$ cat config.mk
export PLATFORM = sky130hd
export DESIGN_NAME = sram_sched_flat
export DESIGN_NICKNAME = d
export VERILOG_FILES = /design/src/rtl/sram_sched_if.sv /design/src/rtl/sram_sched.sv /design/src/flat_wrapper.sv
export SDC_FILE = /design/constraint.sdc
export NUM_CORES = 1
export LEC_CHECK = 0
export BUFFER_PORTS_ARGS = -buffer_cell sky130_fd_sc_hd__clkbuf_2
export CORE_ASPECT_RATIO = 1.25
export CORE_MARGIN = 5
export CORE_UTILIZATION = 45
export DETAILED_ROUTE_END_ITERATION = 16
export PLACE_DENSITY = 0.64
export SETUP_SLACK_MARGIN = 0.1
export SYNTH_ARGS = -nofsm -noshare
export SYNTH_HDL_FRONTEND = slang
export SYNTH_SLANG_ARGS = --single-unit
$ cat constraint.sdc
create_clock -name clk_i -period 2.15 [get_ports clk_i]
set_input_delay 0.1075 -clock clk_i [delete_from_list [all_inputs] [get_ports clk_i]]
set_output_delay 0.1075 -clock clk_i [all_outputs]
set_load 0.05 [all_outputs]
$ cat src/rtl/sram_sched_if.sv
// Control bundle between the frame sequencer and its neighbours: upstream
// write handshake, downstream read handshake, and the SRAM control lines.
interface sram_sched_if #(
  parameter int AddrLWidth = 7
);
  logic                  start_i;
  logic                  in_valid_i;
  logic                  in_ready_o;
  logic                  out_ready_i;
  logic [3:0]            wen_o;
  logic [1:0]            cs_wr_o;
  logic [AddrLWidth-1:0] addr_wr_o;
  logic [2:0]            cs_rd_o;
  logic [AddrLWidth-1:0] addr_rd_o;
  logic                  out_valid_o;
  logic                  out_last_o;
  logic                  busy_o;
  logic                  done_o;

  // Sequencer side
  modport master (
    input  start_i, in_valid_i, out_ready_i,
    output in_ready_o, wen_o, cs_wr_o, addr_wr_o, cs_rd_o, addr_rd_o,
           out_valid_o, out_last_o, busy_o, done_o
  );

  // Environment side (upstream source, downstream sink, SRAM)
  modport slave (
    output start_i, in_valid_i, out_ready_i,
    input  in_ready_o, wen_o, cs_wr_o, addr_wr_o, cs_rd_o, addr_rd_o,
           out_valid_o, out_last_o, busy_o, done_o
  );
endinterface

$ cat src/rtl/sram_sched.sv
// Frame sequencer for sram_system. A frame is written row-wise (long bank
// first, then the three short banks) and read back column-wise, one column
// beat per cycle. Only control is generated here; data flows around us.
module sram_sched #(
  parameter int AddrLWidth = 7,
  parameter int AddrSWidth = 5,
  parameter int RdLatency  = 1
) (
  input  logic          clk_i,
  input  logic          rst_i,
  sram_sched_if.master  bus
);
  localparam int LDepth = 1 << AddrLWidth;
  localparam int SDepth = 1 << AddrSWidth;
  localparam int NBeats = LDepth + 3 * SDepth;
  localparam int CntW   = $clog2(NBeats);

  localparam logic [CntW-1:0] LongRows   = CntW'(LDepth);
  localparam logic [CntW-1:0] LastWrBeat = CntW'(NBeats - 1);
  localparam logic [CntW-1:0] LastRdBeat = CntW'(LDepth - 1);
  localparam logic [CntW-1:0] LastDrain  = CntW'(RdLatency - 1);

  typedef enum logic [1:0] {
    IDLE  = 2'd0,
    WRITE = 2'd1,
    READ  = 2'd2,
    DRAIN = 2'd3
  } state_t;

  state_t                state_q, state_d;
  logic [CntW-1:0]       cnt_q, cnt_d;
  logic [1:0]            cs_wr_q, cs_wr_d;
  logic [AddrLWidth-1:0] addr_wr_q, addr_wr_d;
  logic [2:0]            cs_rd_q, cs_rd_d;
  logic [AddrLWidth-1:0] addr_rd_q, addr_rd_d;
  logic [RdLatency-1:0]  vld_sr_q, last_sr_q;

  logic                  accept;
  logic                  issue;
  logic [3:0]            wen;
  logic                  done;
  logic [CntW-1:0]       short_off;

  assign accept    = (state_q == WRITE) && bus.in_valid_i;
  assign issue     = (state_q == READ) && bus.out_ready_i;
  // Row index within the concatenated short banks (valid once cnt >= LDepth)
  assign short_off = cnt_q - LongRows;

  // Next-state, counter and bank/address selection; idle cycles hold the last address
  always_comb begin
    state_d   = state_q;
    cnt_d     = cnt_q;
    cs_wr_d   = cs_wr_q;
    addr_wr_d = addr_wr_q;
    cs_rd_d   = cs_rd_q;
    addr_rd_d = addr_rd_q;
    wen       = 4'b0000;
    done      = 1'b0;
    case (state_q)
      IDLE: begin
        if (bus.start_i) begin
          state_d = WRITE;
          cnt_d   = '0;
        end
      end
      WRITE: begin
        if (accept) begin
          if (cnt_q < LongRows) begin
            wen       = 4'b0001;
            cs_wr_d   = 2'd0;
            addr_wr_d = cnt_q[AddrLWidth-1:0];
          end else begin
            wen       = 4'b0010 << (short_off >> AddrSWidth);
            cs_wr_d   = 2'(short_off >> AddrSWidth) + 2'd1;
            addr_wr_d = AddrLWidth'(short_off[AddrSWidth-1:0]);
          end
          cnt_d = cnt_q + 1'b1;
          if (cnt_q == LastWrBeat) begin
            state_d = READ;
            cnt_d   = '0;
          end
        end
      end
      READ: begin
        if (issue) begin
          // Column mode: bit 2 selects transposed read, low bits pick the long-bank column
          cs_rd_d   = 3'b100 + 3'(cnt_q[AddrLWidth-1:AddrSWidth]);
          addr_rd_d = AddrLWidth'(cnt_q[AddrSWidth-1:0]);
          cnt_d     = cnt_q + 1'b1;
          if (cnt_q == LastRdBeat) begin
            state_d = DRAIN;
            cnt_d   = '0;
          end
        end
      end
      DRAIN: begin
        cnt_d = cnt_q + 1'b1;
        if (cnt_q == LastDrain) begin
          done    = 1'b1;
          state_d = IDLE;
          cnt_d   = '0;
        end
      end
      default: begin
        state_d = IDLE;
        cnt_d   = '0;
      end
    endcase
  end

  // State, counter and held SRAM address registers
  always_ff @(posedge clk_i or posedge rst_i) begin
    if (rst_i) begin
      state_q   <= IDLE;
      cnt_q     <= '0;
      cs_wr_q   <= '0;
      addr_wr_q <= '0;
      cs_rd_q   <= '0;
      addr_rd_q <= '0;
    end else begin
      state_q   <= state_d;
      cnt_q     <= cnt_d;
      cs_wr_q   <= cs_wr_d;
      addr_wr_q <= addr_wr_d;
      cs_rd_q   <= cs_rd_d;
      addr_rd_q <= addr_rd_d;
    end
  end

  // Delay line matching the SRAM read latency for valid/last qualifiers
  always_ff @(posedge clk_i or posedge rst_i) begin
    if (rst_i) begin
      vld_sr_q  <= '0;
      last_sr_q <= '0;
    end else begin
      vld_sr_q[0]  <= issue;
      last_sr_q[0] <= issue && (cnt_q == LastRdBeat);
      for (int i = 1; i < RdLatency; i++) begin
        vld_sr_q[i]  <= vld_sr_q[i-1];
        last_sr_q[i] <= last_sr_q[i-1];
      end
    end
  end

  assign bus.in_ready_o  = (state_q == WRITE);
  assign bus.wen_o       = wen;
  assign bus.cs_wr_o     = cs_wr_d;
  assign bus.addr_wr_o   = addr_wr_d;
  assign bus.cs_rd_o     = cs_rd_d;
  assign bus.addr_rd_o   = addr_rd_d;
  assign bus.out_valid_o = vld_sr_q[RdLatency-1];
  assign bus.out_last_o  = last_sr_q[RdLatency-1];
  assign bus.busy_o      = (state_q != IDLE);
  assign bus.done_o      = done;
endmodule
$ cat src/flat_wrapper.sv
// flat-port wrapper written by rule: the top's interface ports become plain ports
module sram_sched_flat 
#(
  parameter int AddrLWidth = 7,
  parameter int AddrSWidth = 5,
  parameter int RdLatency  = 1
)
  (clk_i, rst_i, bus_start_i, bus_in_valid_i, bus_out_ready_i, bus_in_ready_o, bus_wen_o, bus_cs_wr_o, bus_addr_wr_o, bus_cs_rd_o, bus_addr_rd_o, bus_out_valid_o, bus_out_last_o, bus_busy_o, bus_done_o);
  sram_sched_if #(.AddrLWidth(AddrLWidth)) bus_i ();
  input  logic clk_i;
  input  logic rst_i;
  input wire logic [$bits(bus_i.start_i)-1:0] bus_start_i;
  input wire logic [$bits(bus_i.in_valid_i)-1:0] bus_in_valid_i;
  input wire logic [$bits(bus_i.out_ready_i)-1:0] bus_out_ready_i;
  output wire logic [$bits(bus_i.in_ready_o)-1:0] bus_in_ready_o;
  output wire logic [$bits(bus_i.wen_o)-1:0] bus_wen_o;
  output wire logic [$bits(bus_i.cs_wr_o)-1:0] bus_cs_wr_o;
  output wire logic [$bits(bus_i.addr_wr_o)-1:0] bus_addr_wr_o;
  output wire logic [$bits(bus_i.cs_rd_o)-1:0] bus_cs_rd_o;
  output wire logic [$bits(bus_i.addr_rd_o)-1:0] bus_addr_rd_o;
  output wire logic [$bits(bus_i.out_valid_o)-1:0] bus_out_valid_o;
  output wire logic [$bits(bus_i.out_last_o)-1:0] bus_out_last_o;
  output wire logic [$bits(bus_i.busy_o)-1:0] bus_busy_o;
  output wire logic [$bits(bus_i.done_o)-1:0] bus_done_o;
  assign bus_i.start_i = bus_start_i;
  assign bus_i.in_valid_i = bus_in_valid_i;
  assign bus_i.out_ready_i = bus_out_ready_i;
  assign bus_in_ready_o = bus_i.in_ready_o;
  assign bus_wen_o = bus_i.wen_o;
  assign bus_cs_wr_o = bus_i.cs_wr_o;
  assign bus_addr_wr_o = bus_i.addr_wr_o;
  assign bus_cs_rd_o = bus_i.cs_rd_o;
  assign bus_addr_rd_o = bus_i.addr_rd_o;
  assign bus_out_valid_o = bus_i.out_valid_o;
  assign bus_out_last_o = bus_i.out_last_o;
  assign bus_busy_o = bus_i.busy_o;
  assign bus_done_o = bus_i.done_o;
  sram_sched #(.AddrLWidth(AddrLWidth), .AddrSWidth(AddrSWidth), .RdLatency(RdLatency)) u_core (.clk_i(clk_i), .rst_i(rst_i), .bus(bus_i));
endmodule
Word level (Yosys, flattened, before mapping)

Cells that the tools add are included.

Bits in read-only memories: 0
RAM bits: 0
Register bits: 31
Latch bits: 0
Memories: 0
Logic and storage cells: 62
Output and inout bits: 28
Input port bits: 5

Equal/unequal tests: 11
Divide/modulo/power cells: 0
Bitwise logic cells: 0
Reductions and logical operators: 8
Multiply operators: 0
Add/subtract/negate cells: 4
Shift operators: 1
Muxes and demuxes: 29
Order comparisons: 1

Operator list:

| operator                                                              | number |
|---|---|
| 8-bit two-way mux                                                     | 6 |
| 7-bit two-way mux                                                     | 5 |
| 8-bit case mux with 4 select lines                                    | 1 |
| 2-bit two-way mux                                                     | 9 |
| 4-bit two-way mux                                                     | 3 |
| 8-bit by 1-bit adder with 8-bit output, second input constant         | 1 |
| 8-bit by 7-bit equality test with 1-bit output, second input constant | 1 |
| 8-bit equality test, second input constant                            | 1 |
| 8-bit zero test                                                       | 1 |
| 8-bit less-than comparator, second input constant                     | 1 |
| 2-bit by 1-bit != test with 1-bit output, second input constant       | 4 |
| 2-bit case mux with 4 select lines                                    | 1 |
| 8-bit subtractor, second input constant                               | 1 |
| 3-bit two-way mux                                                     | 2 |
| 6-bit AND reduction                                                   | 1 |
| 2-bit equality test, second input constant                            | 2 |
| 2-bit != test, second input constant                                  | 2 |
| 2-bit by 3-bit left shift with 4-bit output, first input constant     | 1 |
| 3-bit by 2-bit adder with 3-bit output, first input constant          | 1 |
| 1-bit logical AND                                                     | 3 |
| 3-bit AND reduction                                                   | 1 |
| 2-bit by 1-bit adder with 2-bit output, second input constant         | 1 |
| 2-bit by 1-bit equality test with 1-bit output, second input constant | 1 |
| 2-bit zero test                                                       | 1 |
| 2 further kinds                                                       | 3 |

Logic depth before layout (Yosys ltp)

Gate-level depths: netlist of run 1.

Depth after elaboration: 5
Depth in mapped cells: 8
Mapped depth without buffers: 7

Worst setup path before layout of run 1

OpenSTA, ideal clock, no wires.

Kind: flip-flop to flip-flop
From: reg u_core.state_q[1]
To: reg u_core.cs_wr_q[1]
Period minus slack after synthesis: 2.935 ns
Library setup time: 0.248 ns
Required time: 1.902 ns
Stages on the path, launching flop included: 6
Path buffers: 1
Path slack: -0.785 ns
Data arrival time: 2.687 ns
Cells stage by stage: dfrtp_1 > inv_1 > ha_1 > nand2_1 > clkbuf_1 > o21ai_0

Cells in the longest elaborated chain, start to end: 4

Ends and longest elaborated chain:

| what                                               | RTL line           | RTL |
|---|---|---|
| from (decl)                                        | sram_sched.sv:30   | `state_t state_q, state_d;` |
| from (signal assigned)                             | sram_sched.sv:121  | `state_q <= state_d;` |
| 2-bit by 1-bit equality test with 1-bit output (*) | --                 |  |
| named net bus_in_ready_o                           | flat_wrapper.sv:15 | `output wire logic [$bits(bus_i.in_ready_o)-1:0] bus_in_ready_o;` |
| 1-bit logical AND                                  | sram_sched.sv:44   | `assign accept = (state_q == WRITE) && bus.in_valid_i;` |
| 2-bit two-way mux                                  | sram_sched.sv:67   | `if (accept) begin` |
| 2-bit two-way mux (*)                              | sram_sched.sv:59   | `case (state_q)` |
| named net bus_cs_wr_o[1]                           | flat_wrapper.sv:17 | `output wire logic [$bits(bus_i.cs_wr_o)-1:0] bus_cs_wr_o;` |
| to (signal assigned)                               | sram_sched.sv:123  | `cs_wr_q <= cs_wr_d;` |
| to (decl)                                          | sram_sched.sv:32   | `logic [1:0] cs_wr_q, cs_wr_d;` |

Mark *: on every way through the listed nets, which the timed path passes. The rest lies on a longest branch.
A chain may end at the register's enable or synchronous reset.

Final worst setup path of run 1

From: reg u_core.state_q[0]
To: out bus_addr_rd_o[2]

Cells in the longest elaborated chain, start to end: 4

Ends and longest elaborated chain:

| what                    | RTL line                           | RTL |
|---|---|---|
| 2-bit equality test (*) | sram_sched.sv:45, sram_sched.sv:59 |  |
| 1-bit logical AND       | sram_sched.sv:45                   | `assign issue = (state_q == READ) && bus.out_ready_i;` |
| 7-bit two-way mux       | sram_sched.sv:85                   | `if (issue) begin` |
| 7-bit two-way mux (*)   | sram_sched.sv:59                   |  |
| to (decl)               | flat_wrapper.sv:20                 | `output wire logic [$bits(bus_i.addr_rd_o)-1:0] bus_addr_rd_o;` |

Every way passes the cells marked *; elsewhere a longest branch is shown, timed or not.

==> results by group, run 1 <==
Run status
  – Outcome: finished, final reports clean

Critical path
  – Reg2reg end: u_core.cnt_q[7]
  – Setup CP Type: flop to primary output
  – CP startpoint kind: flop
  – R2R setup slack: 0.23 ns
  – CP Capture Type: primary output
  – Critical Path AT: 1.87 ns
  – Critical Path RT: 2.04 ns
  – Crit Reg-Reg Startpoint: u_core.state_q[0]
  – Slowest cell on the critical path: dfrtp_1
  – Critical Path, Cell by Cell: inv_1 > ha_1 > nand2_4 > mux2_2 > clkbuf_2
  – R2r worst-path depth: 8
  – CP Max Fanout: 16
  – Max stage delay on crit path: 0.42 ns

Floorplanning
  – DIE AREA: 4759 sq um
  – Rows: 24
  – Core area: 3423 sq um
  – Die Height: 75.89 microns
  – I/O Pins: 33
  – Starting Density: 45.65%
  – Die W: 62.71 microns

Timing
  – Final worst slack: 0.1732 ns
  – Final Critical Period: 1.977 ns
  – RSZ-0062 raised after global routing: yes
  – Finish-stage setup viols: 0
  – Least-Margin Pin Slew: 0.4849 ns
  – Slew Limit Fails: 0
  – Final Hold Vio Count: 0
  – Clock skew: 0.001821 ns
  – Period Utilization, post-route: 91.94%
  – Slew HR: 67.67%
  – Setup tns final: 0 ns
  – Fmax achieved: 505.9 MHz

GRT
  – Total global-route track usage: 15.91%
  – Initial antenna violation count: 0
  – Vias in the first global route: 1217
  – Largest net degree at the start of global routing: 32
  – First-pass GRT wire length: 5851 microns
  – Overflow after GRT: 0

Place
  – PortBufs: 32
  – Post-DP HPWL: 2493 microns
  – Placed cell area: 1814 sq um
  – Dpl ws: 0.1664 ns
  – RD Place Congestion: 0.8424

Clock network
  – Worst-path clk slew: 0.06 ns
  – CTS H-tree lvls: 2
  – Worst-skew pair later-pin latency: 0.28 ns
  – CTS tree: yes
  – Clock buffer depth: 2
  – TritonCTS Buffers: 5
  – TritonCTS sink count: 31
  – Root buffer cell: clkbuf_8

Synth
  – Most common flop cell mapped by yosys: dfrtp_1
  – Synth Instances: 143
  – Most common library cells after synthesis: dfrtp_1, nand2_1, inv_1
  – Register area share after synthesis: 49.64%
  – Synth Register Bits: 31
  – Async set-reset flop share out of synthesis: 100.0%
  – Post-synth top area cell: dfrtp_1
  – Synth Warn #: 0
  – Syn Area/Cell: 10.93 sq um
  – Post-Syn Area: 1563 sq um
  – Netlist cell types: 34
  – Syn_nets: 159
  – Most numerous cell in the Yosys netlist: dfrtp_1
  – Top area cells in the synthesized netlist: dfrtp_1, ha_1, mux2_2, nand2_1, o21ai_0
  – EDFF count, synth: 0
  – Share of the synthesized area in the top cell type: 49.64%

Flow run
  – Max-cap violations: 0

Power
  – Net Sw Frac: 44.32%
  – Internal power: 1.392 mW
  – Total power: 2.500 mW
  – Leakage: 1.020 nW
  – Comb power frac: 50.5%
  – Sequential share of power: 29.7%
  – Clock network fraction of design power: 19.8%
  – NetSw: 1.108 mW
  – PwrDens: 1266 nW/um^2
  – Peak VDD IR: 1.003 mV

Drt
  – Post-Route WL: 3248 microns
  – DRC viols: 0
  – Wire length per cell: 14.50 microns
  – Total number of vias: 1162
  – DRT antenna net count: 0
  – TritonRoute pass-1 iters: 5
  – Iteration-0 DRC Markers: 58
  – Via density per instance: 5.188

Hold path
  – Hold worst-path end: u_core.bus.out_valid_o
  – Hold Path Depth: 3
  – Hold path startpoint: bus_out_ready_i
  – Worst min path class: input port to flop

Finish
  – Share of cells above drive strength 1: 38.38%
  – Nets: 200
  – Antenna diodes: 0
  – Area growth syn-to-layout: 26.34%
  – Final Instance Area: 1974 sq um
  – Core Util, Final: 57.68%
state kept, by name, indices dropped and copies added, names as in the netlist:
signal	flops
u_core.state_q	2
u_core.cnt_q	8
u_core.cs_rd_q	3
u_core.bus.out_valid_o	1
u_core.addr_rd_q	7
u_core.cs_wr_q	2
u_core.addr_wr_q	7
u_core.bus.out_last_o	1
power groups by stage:
stage | clock (mW) | combinational (mW) | sequential (mW)
6_report | 0.495 | 1.26 | 0.742
5_1_grt | 0.540 | 1.37 | 0.755
4_1_cts | 0.507 | 1.24 | 0.739
3_5_place_dp | 0 | 1.22 | 0.749
3_3_place_gp | 0 | 1.18 | 0.740
2_1_floorplan | 0 | 0.946 | 0.751
cell usage in the layout (no fill, tap or decap), types with 2 or more instances in the layout:
| cell type | synthesis | routed |
|---|---|---|
| dfrtp_1 | 31 | 31 |
| clkbuf_2 | 0 | 24 |
| nand2_1 | 15 | 13 |
| inv_1 | 12 | 12 |
| ha_1 | 11 | 10 |
| mux2_2 | 9 | 9 |
| clkbuf_8 | 0 | 7 |
| clkbuf_4 | 0 | 5 |
| buf_4 | 0 | 5 |
| o21ai_2 | 0 | 4 |
| and3_1 | 4 | 4 |
| nor2_1 | 6 | 4 |
| nand3_1 | 4 | 4 |
| nand2b_1 | 3 | 3 |
| and2_1 | 3 | 3 |
| o21ai_0 | 9 | 3 |
| nor3_1 | 3 | 3 |
| a21oi_1 | 3 | 3 |
| a22o_1 | 3 | 3 |
| nor2_2 | 0 | 2 |
| o21ai_1 | 0 | 2 |
| nor2b_1 | 2 | 2 |
| nand4_1 | 2 | 2 |
| a21o_1 | 2 | 2 |
| o2bb2ai_1 | 2 | 2 |
| buf_2 | 2 | 2 |
stage by stage:
stage               hold WS [ns]  std cells
finish                    0.2092        224
global route              0.2378        224
CTS                       0.2856        224
detailed placement        0.1891        215
global placement          0.1793        215
floorplan                 0.2110        143
area by class of cell:
type                            count  area [sq um]
Fill cell                         329          1449
Multi-Input combinational cell     96         778.2
Sequential cell                    31         775.7
Timing Repair Buffer               38         226.5
Clock buffer                        8         100.1
Tap cell                           39         48.80
Inverter                           12         45.04
logic make-up after synthesis:
kind of cell / Yosys count / synth area share [%]
DFF: 31 / 49.64
muxes: 10 / 7.126
adders and majority gates: 11 / 8.807
AOI/OAI and AO/OA: 27 / 13.45
buffers and inverters: 16 / 4.003
and+or+nand+nor: 48 / 16.97
worst max path at each step:
stage	cells after the start	endpoint	start	slack [ns]
after detailed placement	7	u_core.state_q[1]	u_core.cnt_q[0]	0.17
final	5	bus_addr_rd_o[2]	u_core.state_q[0]	0.17
after global placement	7	u_core.state_q[1]	u_core.cnt_q[0]	0.22
after floorplan	5	u_core.addr_rd_q[0]	u_core.state_q[0]	-0.26
after global routing	5	bus_addr_rd_o[2]	u_core.state_q[0]	0.06
after CTS	6	bus_addr_wr_o[5]	u_core.state_q[1]	0.04
critical path, delay by kind of cell (launching register included):
kind	cells	cell delay, ns
buf+inv	2	0.36
mux	1	0.37
simple gates	1	0.18
fa+ha+maj	1	0.27
flops	1	0.42
timing repair:
item / 4_1_cts / 5_1_grt
setup buffers: 0 / 0
hold endpoints to repair: 31 / 0
pin swaps: 0 / 0
hold buffers: 1 / 0
gates resized for setup: 7 / 13
setup endpoints to repair: 15 / 18
per-layer routing:
metal	up-vias	part of all wire [%]	global-route usage, %	wire length (microns)
met2	22	51	26.61	1649
met5	-	0	0	0
met1	553	42	18.69	1380
li1	580	-	-	-
met3	7	4.2	4.572	135
met4	0	2.5	8.726	82
Power figures use the tool's default switching activity.
==> run 2: changes to the inputs <==
Clock period 2.15 ns to 2.3 ns, I/O delays scaled along.
==> run 2 against run 1 <==
Effect of this change:
- clock power down 14%
- non-clock buffer count fell by 2
- count of clock-buffer cells in the layout shrank 2
- register-to-register slack improved by 0.03 ns
- sequential share of layout area up 1.3 points
- largest power group unchanged
- utilization decreased by 1.8 points
- combinational power is 9% lower
- final cell count is 1.3% lower
- power decreased by 9.5%
==> results by group, run 2 (synthesized netlist as in run 1, its figures left out) <==
Drt
  – Wire length per cell: 15.17 microns (+4.6%)
  – Via density per instance: 5.235 (+0.92%)
  – TritonRoute pass-1 iters: 4 (-1)
  – Iteration-0 DRC Markers: 28 (-52%)
  – DRC viols: 0 (unchanged)
  – Post-Route WL: 3353 microns (+3.2%)
  – Total number of vias: 1157 (-0.43%)
  – DRT antenna net count: 0 (unchanged)

Critical path
  – Max stage delay on crit path: 0.43 ns (about the same)
  – Critical Path, Cell by Cell: ha_1 > nand3_1 > o31ai_4 > nand3_2 > nor2_1 > mux2_2
  – Critical Path AT: 2.21 ns (+0.34 ns)
  – CP Capture Type: flop
  – CP startpoint kind: flop
  – R2R setup slack: 0.26 ns (+0.03 ns)
  – Critical Path RT: 2.47 ns (+0.43 ns)
  – CP Max Fanout: 6 (-10)
  – Slowest cell on the critical path: dfrtp_1
  – Setup CP Type: flop to flop

Power
  – Leakage: 0.9916 nW (-2.8%)
  – Peak VDD IR: 0.9535 mV (-4.9%)
  – PwrDens: 1182 nW/um^2 (-6.6%)
  – Total power: 2.262 mW (-9.5%)

Timing
  – Final hold slack: 0.2746 ns (+0.06543 ns)
  – Final Critical Period: 2.036 ns
  – RSZ-0062 raised after global routing: no
  – Fmax achieved: 491.2 MHz
  – Period Utilization, post-route: 88.51%
  – Least-Margin Pin Slew: 0.4527 ns (-0.03221 ns)
  – Setup tns final: 0 ns (unchanged)
  – Finish-stage setup viols: 0 (unchanged)
  – Final Hold Vio Count: 0 (unchanged)
  – Clock skew: 0.01270 ns (+0.01088 ns)
  – Final worst slack: 0.2642 ns (+0.09099 ns)
  – Slew HR: 69.82% (+2.1 points)
  – Slew Limit Fails: 0 (unchanged)

Floorplanning
  – Starting Density: 45.65% (unchanged)
  – Die W: 62.71 microns (unchanged)
  – Rows: 24 (unchanged)
  – DIE AREA: 4759 sq um (unchanged)
  – I/O Pins: 33 (unchanged)
  – Die Height: 75.89 microns (unchanged)
  – Core area: 3423 sq um (unchanged)

Place
  – Placed cell area: 1799 sq um (-0.83%)
  – Dpl ws: 0.2804 ns (+0.1140 ns)
  – RD Place Congestion: 0.8212 (-2.5%)
  – Post-DP HPWL: 2549 microns (+2.3%)
  – PortBufs: 32 (unchanged)
  – Placed cells: 213 (-0.93%)

Run status
  – Outcome: finished, final reports clean

Finish
  – Nets: 198 (-1.0%)
  – Fillers: 307 (-6.7%)
  – Antenna diodes: 0 (unchanged)
  – Register name with the most flops: u_core.cnt_q
  – Area growth syn-to-layout: 22.42%
  – Most frequent cells in the layout: clkbuf_2, dfrtp_1, nand2_1, inv_1, ha_1
  – Share of cells above drive strength 1: 36.26% (-2.1 points)
  – Max reg flops: 8 (unchanged)
  – Final Instance Count excl. Fillers: 221 (-1.3%)
  – Core Util, Final: 55.88% (-1.8 points)
  – Top flop regs: u_core.cnt_q x8, u_core.addr_rd_q x7, u_core.addr_wr_q x7
  – Final Instance Area: 1913 sq um (-3.1%)

GRT
  – Vias in the first global route: 1163 (-4.4%)
  – Initial antenna violation count: 0 (unchanged)
  – Overflow after GRT: 0 (unchanged)
  – Largest net degree at the start of global routing: 32 (unchanged)
  – Total global-route track usage: 15.73% (-0.18 points)
  – First-pass GRT wire length: 5720 microns (-2.2%)

Flow run
  – Max-cap violations: 0 (unchanged)

Clock network
  – Clock buffer depth: 2 (unchanged)
  – TritonCTS sink count: 31 (unchanged)
  – Worst-path clk slew: 0.07 ns (about the same)
  – Worst-skew pair later-pin latency: 0.28 ns (about the same)
  – TritonCTS Buffers: 5 (unchanged)
  – CTS H-tree lvls: 2 (unchanged)
  – Root buffer cell: clkbuf_8
  – CTS tree: yes

Hold path
  – Worst min path class: input port to flop
[run 2: cell types whose count changed in the layout (fill, tap and decap cells not counted), sizes merged]
cell	change
buf	-4
clkinv	+1
[run 2: worst paths after layout]
kind,depth (start not counted),start,endpoint
setup / recovery,6,u_core.cnt_q[1],u_core.state_q[1]
hold / removal,4,bus_in_valid_i,u_core.cs_wr_q[0]
setup reg to reg,6,u_core.cnt_q[1],u_core.state_q[1]
hold reg to reg,2,u_core.addr_wr_q[0],u_core.addr_wr_q[0]
max in group asynchronous,4,rst_i,u_core.addr_rd_q[0]
min in group asynchronous,4,rst_i,u_core.state_q[1]
[run 2: layer usage]
layer  routed length (microns)  GRT usage, %  vias up  part of all wire, %
met3                       133         5.015        5                  4.0
met2                      1794         27.42       20                   54
li1                          -             -      572                    -
met5                         0             0        -                    0
met4                        59         7.075        0                  1.8
met1                      1366         17.88      560                   41
[run 2: timing repair]
| action | CTS | global route |
|---|---|---|
| setup endpoints to repair | 7 | 6 |
| hold buffers | 1 | 0 |
| buffers inserted | 0 | 0 |
| endpoints found under the hold margin | 31 | 0 |
| gates resized for setup | 1 | 3 |
[run 2: cell type report]
type | instances | area, sq um | share of cell area, %
clock buffers | 6 | 82.58 | 4.317
clock inverters | 1 | 5.005 | 0.2616
inverters | 12 | 45.04 | 2.354
multi-input cells | 96 | 763.2 | 39.90
flip-flops and latches | 31 | 775.7 | 40.55
well taps | 39 | 48.80 | 2.551
repair buffers | 36 | 192.7 | 10.07
[run 2: power breakdown]
| part | internal [mW] | switching, mW |
|---|---|---|
| Sequential | 0.635 | 0.0538 |
| Clock | 0.234 | 0.190 |
| Combinational | 0.362 | 0.786 |
| Total | 1.23 | 1.03 |
[run 2: critical path, delay by kind of cell, from the launching register on]
kind / cells / cell delay, ns
adder cells (fa/ha/maj): 1 / 0.31
AND/OR/NAND/NOR: 3 / 0.52
multiplexers: 1 / 0.37
AO/OA/AOI/OAI: 1 / 0.30
flip-flops: 1 / 0.43
==> run 3: changes to the inputs <==
Settings changed: PLACE_DENSITY 0.64 to 0.66.
Clock period 2.3 ns to 1.69 ns, I/O delays scaled along.
==> run 3 against run 2 <==
Effect of this change:
- the flow now finishes with violations (setup timing)
- combinational power grew to 2.8 times the previous value
- first-iteration DRC count grew 120%
- sequential power grew 40%
- clock skew shrank 0.010 ns
- power increased by 110%
- utilization up 32 points
- sequential cell count stayed put
- largest power group unchanged
==> results by group, run 3 (synthesized netlist as in run 1, its figures left out) <==
Run status
  – Outcome: complete, but fails checks
  – Failing checks: setup timing

Power
  – Leakage: 1.403 nW (+42%)
  – Sequential share of power: 20.3% (-10 points)
  – Net Sw Frac: 41.71% (-3.8 points)
  – Peak VDD IR: 1.422 mV (+49%)
  – Clock network fraction of design power: 12.4% (-6.4 points)
  – NetSw: 1.973 mW (+92%)
  – Comb power frac: 67.3% (+16 points)
  – PwrDens: 1569 nW/um^2 (+33%)
  – Internal power: 2.758 mW (+120%)
  – Total power: 4.731 mW (+110%)

Timing
  – Final worst slack: -0.1289 ns (-0.3931 ns)
  – Final Hold Vio Count: 0 (unchanged)
  – Setup tns final: -1.009 ns (-1.009 ns)
  – Least-Margin Pin Slew: 0.3930 ns (-0.05963 ns)
  – Final Critical Period: 1.819 ns (-0.2169 ns)
  – Fmax achieved: 549.8 MHz (+12%)
  – Period Utilization, post-route: 107.6% (+19 points)
  – Finish-stage setup viols: 21 (+21)
  – Final hold slack: 0.2712 ns (-0.003419 ns)
  – Slew Limit Fails: 0 (unchanged)
  – Slew HR: 73.80% (+4.0 points)
  – RSZ-0062 raised after global routing: yes
  – Clock skew: 0.002580 ns (-0.01012 ns)

Drt
  – Top layer in use: met4
  – DRT antenna net count: 0 (unchanged)
  – DRC viols: 0 (unchanged)
  – Wire length per cell: 19.42 microns (+28%)
  – Wire length on met3: 210 microns (+58%)
  – Post-Route WL: 5145 microns (+53%)
  – Via density per instance: 5.426 (+3.7%)
  – TritonRoute pass-1 iters: 4 (unchanged)
  – Total number of vias: 1438 (+24%)
  – Routed wl met2: 2875 microns (+60%)
  – Iteration-0 DRC Markers: 62 (+120%)
  – M1 WL: 1850 microns (+35%)

GRT
  – Vias in the first global route: 1510 (+30%)
  – First-pass GRT wire length: 7376 microns (+29%)
  – Largest net degree at the start of global routing: 32 (unchanged)
  – Total global-route track usage: 20.55% (+4.8 points)
  – Overflow after GRT: 0 (unchanged)
  – Initial antenna violation count: 0 (unchanged)

Finish
  – Final Instance Count excl. Fillers: 265 (+20%)
  – Share of cells above drive strength 1: 70.35% (+34 points)
  – Area growth syn-to-layout: 92.95%
  – Register name with the most flops: u_core.cnt_q
  – Nets: 242 (+22%)
  – Most frequent cells in the layout: buf_4, dfrtp_1, buf_8, buf_12
  – Most common cell after layout, fill and taps aside: buf_4
  – Antenna diodes: 0 (unchanged)
  – Fillers: 148 (-52%)
  – Core Util, Final: 88.08% (+32 points)
  – Max reg flops: 8 (unchanged)
  – Top flop regs: u_core.cnt_q x8, u_core.addr_rd_q x7, u_core.addr_wr_q x7
  – Final Instance Area: 3015 sq um (+58%)

Critical path
  – CP Capture Type: flop
  – Slowest cell on the critical path: dfrtp_2
  – Crit path max-delay family: simple AND/OR/NAND/NOR gates
  – Worst path bufs/invs: 1 (+1)
  – Setup CP Type: flop to flop
  – CP startpoint kind: flop
  – Critical Path, Cell by Cell: inv_2 > ha_4 > nor4b_4 > a21bo_2 > nand3_2 > nor3b_4 > mux2_2
  – Critical Path RT: 1.85 ns (-0.62 ns)
  – Critical Path AT: 1.98 ns (-0.23 ns)
  – CP Max Fanout: 5 (-1)
  – Max stage delay on crit path: 0.44 ns (about the same)

Place
  – Post-DP HPWL: 3004 microns (+18%)
  – Placed cells: 235 (+10%)
  – Placed cell area: 2301 sq um (+28%)
  – Dpl ws: -0.06615 ns (-0.3466 ns)
  – RD Place Congestion: 0.9565 (+16%)
  – PortBufs: 32 (unchanged)

Hold path
  – Worst min path class: input port to flop

Clock network
  – Clock buffer depth: 2 (unchanged)
  – CTS tree: yes
  – Worst-path clk slew: 0.06 ns (about the same)
  – CTS H-tree lvls: 2 (unchanged)
  – TritonCTS Buffers: 5 (unchanged)
  – TritonCTS sink count: 31 (unchanged)
  – Worst-skew pair later-pin latency: 0.28 ns (about the same)
  – Root buffer cell: clkbuf_8

Floorplanning
  – Die W: 62.71 microns (unchanged)
  – Rows: 24 (unchanged)
  – Starting Density: 45.65% (unchanged)
  – I/O Pins: 33 (unchanged)
  – Core area: 3423 sq um (unchanged)
  – DIE AREA: 4759 sq um (unchanged)
  – Die Height: 75.89 microns (unchanged)

Flow run
  – Max-cap violations: 0 (unchanged)
-- run 3: changes by cell type in the layout (fill, tap and decap cells not counted), moves of 14 or more --
cell	delta
buf_12	+14
buf_4	+30
buf_8	+14
clkbuf_2	-23
-- run 3: worst register-to-register path, stage by stage (launching register included) --
cell     delay, ns
dfrtp_2       0.44
inv_2         0.09
ha_4          0.13
nor4b_4       0.23
a21bo_2       0.22
nand3_2       0.11
nor3b_4       0.20
mux2_2        0.29
-- run 3: area by class of cell --
class | count | area [sq um] | area share (%)
Sequential cell | 31 | 783.3 | 25.98
Clock buffer | 6 | 82.58 | 2.739
Multi-Input combinational cell | 96 | 1105 | 36.64
Timing Repair Buffer | 80 | 942.2 | 31.24
Inverter | 12 | 48.80 | 1.618
Clock inverter | 1 | 5.005 | 0.1660
Tap cell | 39 | 48.80 | 1.618
-- run 3: layer usage --
| metal | GRT usage, % | vias to the layer above |
|---|---|---|
| li1 | - | 665 |
| met1 | 20.34 | 709 |
| met2 | 38.59 | 47 |
| met3 | 6.637 | 17 |
| met4 | 11.08 | 0 |
| met5 | 0 | - |
-- run 3: worst paths after layout --
| kind | start | to | slack (ns) | cells after the start |
|---|---|---|---|---|
| worst min-delay path | bus_in_valid_i | u_core.addr_wr_q[4] | 0.27 | 3 |
| max in group asynchronous | rst_i | u_core.cnt_q[1] | 0.96 | 4 |
| worst min register to register | u_core.addr_rd_q[6] | u_core.addr_rd_q[6] | 0.50 | 1 |
| min in group asynchronous | rst_i | u_core.addr_rd_q[3] | 0.42 | 4 |
| worst max register to register | u_core.cnt_q[1] | u_core.cnt_q[0] | -0.13 | 7 |
| worst max-delay path | u_core.cnt_q[1] | u_core.cnt_q[0] | -0.13 | 7 |
-- run 3: power by group through the flow --
stage / Combinational, mW / Sequential [mW] / Clock [mW]
final: 3.18 / 0.963 / 0.586
after global routing: 3.35 / 0.978 / 0.623
after CTS: 2.72 / 0.946 / 0.598
after detailed placement: 2.25 / 0.957 / 0
after global placement: 2.19 / 0.944 / 0
after floorplan: 1.50 / 0.977 / 0
-- run 3: what timing repair did --
item,4_1_cts,5_1_grt
resized for setup,57,49
hold endpoints to repair,31,0
pin swaps,9,21
hold buffers,1,0
cloned,0,1
endpoints found under the setup margin,34,34
buffers inserted,11,10
